==> src/rtl/handshake_arb_pkg.sv <==
// Shared helpers for the handshake constant arbiter: index-width sizing and
// output-stage state encodings.
package handshake_arb_pkg;

  localparam logic [0:0] ST_EMPTY = 1'b0;
  localparam logic [0:0] ST_FULL  = 1'b1;

  // Bits needed to encode 0..n-1.
  function automatic int clog2_int(input int n);
    int w;
    w = 0;
    while ((1 << w) < n) begin
      w++;
    end
    return w;
  endfunction

  // A single requester still needs a 1-bit index port.
  function automatic int idx_width(input int n);
    return (n <= 1) ? 1 : clog2_int(n);
  endfunction

endpackage

==> src/rtl/handshake_rr_arbiter.sv <==
// Round-robin arbiter: rotating pointer, rotate/priority-encode/unrotate grant,
// pointer moves past the winner only when the grant is consumed.
module handshake_rr_arbiter
  import handshake_arb_pkg::*;
#(
  parameter int NUM_REQ = 4,
  localparam int IDX_WIDTH = idx_width(NUM_REQ)
) (
  input  logic                 clk,
  input  logic                 rst,
  input  logic [NUM_REQ-1:0]   req,
  input  logic                 advance,
  output logic [NUM_REQ-1:0]   grant,
  output logic [IDX_WIDTH-1:0] grant_idx,
  output logic                 grant_valid
);

  localparam logic [IDX_WIDTH:0]   NUM_REQ_W = (IDX_WIDTH + 1)'(NUM_REQ);
  localparam logic [IDX_WIDTH-1:0] LAST_IDX  = IDX_WIDTH'(NUM_REQ - 1);
  localparam logic [IDX_WIDTH-1:0] ONE_IDX   = IDX_WIDTH'(1);

  logic [IDX_WIDTH-1:0] ptr_reg;
  logic [IDX_WIDTH-1:0] ptr_next;
  logic [2*NUM_REQ-1:0] req_dbl;
  logic [NUM_REQ-1:0]   req_rot;
  logic [IDX_WIDTH-1:0] offset;
  logic [IDX_WIDTH:0]   idx_sum;

  // Doubling the vector turns the wrap-around scan into a plain right shift.
  assign req_dbl = {req, req};
  assign req_rot = NUM_REQ'(req_dbl >> ptr_reg);

  always_comb begin
    offset = '0;
    for (int i = NUM_REQ - 1; i >= 0; i--) begin
      if (req_rot[i]) begin
        offset = IDX_WIDTH'(i);
      end
    end
  end

  assign grant_valid = |req;
  assign idx_sum     = {1'b0, ptr_reg} + {1'b0, offset};

  always_comb begin
    if (idx_sum >= NUM_REQ_W) begin
      grant_idx = IDX_WIDTH'(idx_sum - NUM_REQ_W);
    end else begin
      grant_idx = idx_sum[IDX_WIDTH-1:0];
    end
  end

  for (genvar gi = 0; gi < NUM_REQ; gi++) begin : g_grant
    assign grant[gi] = grant_valid && (grant_idx == IDX_WIDTH'(gi));
  end

  // Explicit wrap keeps ptr inside 0..NUM_REQ-1 for non-power-of-two counts.
  assign ptr_next = (grant_idx == LAST_IDX) ? '0 : grant_idx + ONE_IDX;

  always_ff @(posedge clk or negedge rst) begin
    if (!rst) begin
      ptr_reg <= '0;
    end else if (advance && grant_valid) begin
      ptr_reg <= ptr_next;
    end
  end

endmodule

==> src/rtl/handshake_constant_rr_arbiter.sv <==
// Shares one constant source among NUM_REQ control-token requesters through a
// round-robin arbiter feeding a registered single-entry elastic output stage.
module handshake_constant_rr_arbiter
  import handshake_arb_pkg::*;
#(
  parameter int NUM_REQ    = 4,
  parameter int DATA_WIDTH = 37,
  parameter logic [DATA_WIDTH-1:0] CONST_VALUE = DATA_WIDTH'(37'h0AB30F6D64),
  localparam int IDX_WIDTH = idx_width(NUM_REQ)
) (
  input  logic                  clk,
  input  logic                  rst,
  input  logic [NUM_REQ-1:0]    ctrl_valid,
  output logic [NUM_REQ-1:0]    ctrl_ready,
  output logic [DATA_WIDTH-1:0] outs,
  output logic [IDX_WIDTH-1:0]  outs_index,
  output logic                  outs_valid,
  input  logic                  outs_ready
);

  logic [0:0]           state_reg;
  logic [0:0]           state_next;
  logic [IDX_WIDTH-1:0] index_reg;
  logic [IDX_WIDTH-1:0] index_next;
  logic                 load;
  logic                 handshake;
  logic [NUM_REQ-1:0]   grant;
  logic [IDX_WIDTH-1:0] grant_idx;
  logic                 grant_valid;

  handshake_rr_arbiter #(
    .NUM_REQ (NUM_REQ)
  ) u_arb (
    .clk         (clk),
    .rst         (rst),
    .req         (ctrl_valid),
    .advance     (handshake),
    .grant       (grant),
    .grant_idx   (grant_idx),
    .grant_valid (grant_valid)
  );

  // Draining and refilling in the same cycle keeps throughput at one token per cycle.
  assign load      = (state_reg == ST_EMPTY) || outs_ready;
  assign handshake = rst && load && grant_valid;
  assign ctrl_ready = handshake ? grant : '0;

  always_comb begin
    state_next = state_reg;
    index_next = index_reg;
    if (handshake) begin
      state_next = ST_FULL;
      index_next = grant_idx;
    end else if (outs_ready) begin
      state_next = ST_EMPTY;
    end
  end

  always_ff @(posedge clk or negedge rst) begin
    if (!rst) begin
      state_reg <= ST_EMPTY;
      index_reg <= '0;
    end else begin
      state_reg <= state_next;
      index_reg <= index_next;
    end
  end

  assign outs       = CONST_VALUE;
  assign outs_index = index_reg;
  assign outs_valid = (state_reg == ST_FULL);

endmodule

==> config.mk <==
export PLATFORM = sky130hd
export DESIGN_NAME = handshake_constant_rr_arbiter
export DESIGN_NICKNAME = d
export VERILOG_FILES = /design/src/rtl/handshake_arb_pkg.sv /design/src/rtl/handshake_rr_arbiter.sv /design/src/rtl/handshake_constant_rr_arbiter.sv
export SDC_FILE = /design/constraint.sdc
export NUM_CORES = 1
export LEC_CHECK = 0
export BUFFER_PORTS_ARGS = -buffer_cell sky130_fd_sc_hd__buf_4
export CORE_MARGIN = 2
export CORE_UTILIZATION = 40
export CTS_CLUSTER_SIZE = 24
export DETAILED_ROUTE_END_ITERATION = 10
export PLACE_DENSITY_LB_ADDON = 0.1
export SYNTH_ARGS = -nofsm -noshare
export SYNTH_HDL_FRONTEND = slang
export SYNTH_SLANG_ARGS = --single-unit
==> constraint.sdc <==
create_clock -name clk -period 8 [get_ports clk]
set_clock_uncertainty 0.15 [all_clocks]
set_input_delay 1.2 -clock clk [delete_from_list [all_inputs] [get_ports clk]]
set_output_delay 1.2 -clock clk [all_outputs]
set_load 0.03 [all_outputs]
==> summary.txt <==
Run status
  – Outcome: finished clean

Die
  – Die Span X: roughly 48 um
  – Die footprint: ~2300 um2
  – Die height: between 40 and 50 um
  – Initial Utilization: 41.15%
  – Core box area: between 1500 and 2000 um2
  – Cell Rows: 16
  – Num ports: slightly above 50

Timing
  – Final Max Slew Viols: 0
  – Final hold vios: 0
  – Tmin final: approximately 4.5 ns
  – Setup TNS: 0 ns
  – Final period util: between 50 and 60%
  – WHS: approximately 0.38 ns
  – Count of final setup violators: 0
  – RSZ-0062 raised after global routing: false
  – Maximum clock rate: roughly 220 MHz

Yosys
  – Unique masters post-synth: 32
  – Ranking of synthesized cells by area: buf_4, dfrtp_1, mux2_4
  – Leading area contributor after synthesis: buf_4
  – Sequential area share after synthesis: between 15 and 20%
  – Post-synth EDFFs: 0
  – Post-Synthesis Cells: 94
  – Ys Warns: 0
  – Dominant cell by count in the synthesized netlist: buf_4
  – Asr flop ratio synth: 100.0%
  – Count of state elements after synthesis: 5
  – Synth Flop Type: dfrtp_1
  – Mean area per synthesized cell: 8.412 um2
  – Area of the mapped netlist: 790.8 um2
  – Post-synth top cells: buf_4, nand2_1, dfrtp_1, nor2_1
  – Area share of the leading cell type in the synthesized netlist: a little over a third

Finish
  – Layout cells sized above 1: ~25%
  – P&R area growth vs syn: -1.582%
  – Reg area: ~130 um2
  – Antenna cells: 0
  – Post-route cell area: 778.2 um2
  – Nets: 116
  – Multi-input gate area: a little under 500 um2
  – Fillers: around 230

Critical path
  – Critical R2R Capture: u_arb.ptr_reg[1]
  – CP max FO: 7
  – CP endpoint kind: output port
  – R2R depth: 10
  – Startpoint class of the critical path: input port
  – CP arrival: ~3.1 ns
  – Worst EP required: approximately 6.7 ns
  – Reg-to-reg critical path startpoint: u_arb.ptr_reg[0]
  – R2r setup slk: roughly 5.3 ns
  – Worst setup path category: in2out

Route
  – Routed via count: approximately 540
  – Final WL: around 1200 um
  – Antenna Nets Post-Route: 0
  – Vias per Instance: 4.045
  – 1st-pass router iterations: 4
  – DRT iter0 DRCs: 10
  – DR WL/cell: about 9 um
  – DRC: 0

Global route
  – First-pass GRT wire length: approximately 1900 um
  – Gr usage total: around a tenth
  – Number of global-route vias before repair: between 400 and 500
  – Grt ovf: 0
  – Initial antenna violation count: 0
  – Largest net degree at the start of global routing: 13

Min path
  – Hold Crit Endpoint: outs_index[0]
  – Hold depth: 2
  – Hold Crit Start: outs_index[0]
  – Hold/Removal Path Class: reg2reg

CTS
  – CTS Buf Count: 3
  – Clock Tree Root: clkbuf_4
  – H-tree Lvls: 1
  – CTS tree: built
  – Clock slew at reported path FFs: approximately 0.04 ns
  – Clk Latency, worst-skew pair: approximately 0.24 ns
  – Max clock buf depth: 2
  – Hold-fix buffers, CTS: 0
  – Clock Sinks: 5
  – Post-CTS setup repair buffer count: 0
  – Post-cts gate resize count: 0

Place
  – Area after DPL: 752.0 um2
  – HPWL after DPL: between 900 and 1000 um
  – Routability cong.: between 0.7 and 0.8
  – Port bufs: 13

Job
  – Max cap viols: 0

Power and ir drop
  – PD cells: 324.8 nW/um2
  – Pleak: 0.3911 nW
  – VDD IR max: about 160 uV
-- worst max path at each step --
stage	from	slack (ns)	depth (start not counted)	endpoint
after global placement	ctrl_valid[0]	3.50	12	ctrl_ready[3]
after detailed placement	ctrl_valid[0]	3.52	12	ctrl_ready[3]
after CTS	ctrl_valid[0]	3.50	12	ctrl_ready[3]
final	ctrl_valid[0]	3.51	12	ctrl_ready[3]
after global routing	ctrl_valid[0]	3.34	12	ctrl_ready[3]
after floorplan	ctrl_valid[2]	3.46	7	ctrl_ready[0]
-- final cells by class --
cell class	instances	share of cell area (%)
sequential	5	16.08
tap	27	4.341
multi-input combinational	84	63.67
timing repair buffer	13	12.54
clock buffer	4	3.376
-- report_power, final --
part | internal, mW | switching (mW) | total, mW | leakage, nW
Combinational | 0.0679 | 0.103 | 0.171 | 0.317
Clock | 0.0189 | 0.0107 | 0.0296 | 0.0150
Sequential | 0.0360 | 0.0165 | 0.0525 | 0.0587
Total | 0.123 | 0.130 | 0.253 | 0.391
-- metal layers --
layer / track usage [%] / vias to the layer above / share of wire, %
met3: 2.778 / 4 / 9.6
met5: 0 / - / 0
li1: - / 271 / -
met1: 13.76 / 236 / 48
met2: 15.28 / 27 / 41
met4: 5.714 / 0 / 1.9
-- worst max-delay path, cell delays in order --
cell,delay (ns)
buf_4,0.14
nor2_1,0.05
a221o_2,0.38
nand2_1,0.06
o221ai_1,0.11
ha_1,0.22
xor2_1,0.26
nand3_1,0.17
nand2_1,0.11
ha_1,0.16
and2_1,0.13
buf_4,0.16
-- per-stage QoR --
stage | worst slack (ns) | power, mW | instances | util, %
after floorplan | 3.461 | 0.2010 | 129 | -
after global placement | 3.496 | 0.2230 | 129 | 39.13
after detailed placement | 3.519 | 0.2230 | 129 | 39.13
after CTS | 3.501 | 0.2532 | 133 | 40.49
after global routing | 3.338 | 0.2752 | 133 | 40.49
final | 3.505 | 0.2527 | 133 | 40.49
-- placed cells by master (no fill, tap or decap), types with 2 or more instances in the layout --
cell,count
clkbuf_4,3
nand2_1,7
nand2b_1,2
nor3_1,2
dfrtp_1,5
mux2_4,2
o21ai_0,3
conb_1,37
a21oi_1,2
nor3b_1,3
o221ai_1,2
buf_4,13
ha_1,2
nor2b_1,2
nor2_1,4
-- logic make-up after synthesis --
family / count (synthesis) / synth area share [%]
other: 2 / 0.9497
buffers and inverters: 40 / 38.13
XOR/XNOR: 1 / 1.108
adder cells (fa/ha/maj): 2 / 3.164
multiplexers: 2 / 3.798
AO/OA/AOI/OAI: 14 / 17.41
AND/OR/NAND/NOR: 28 / 19.62
flip-flops: 5 / 15.82
(Power assumes the default switching activity.)
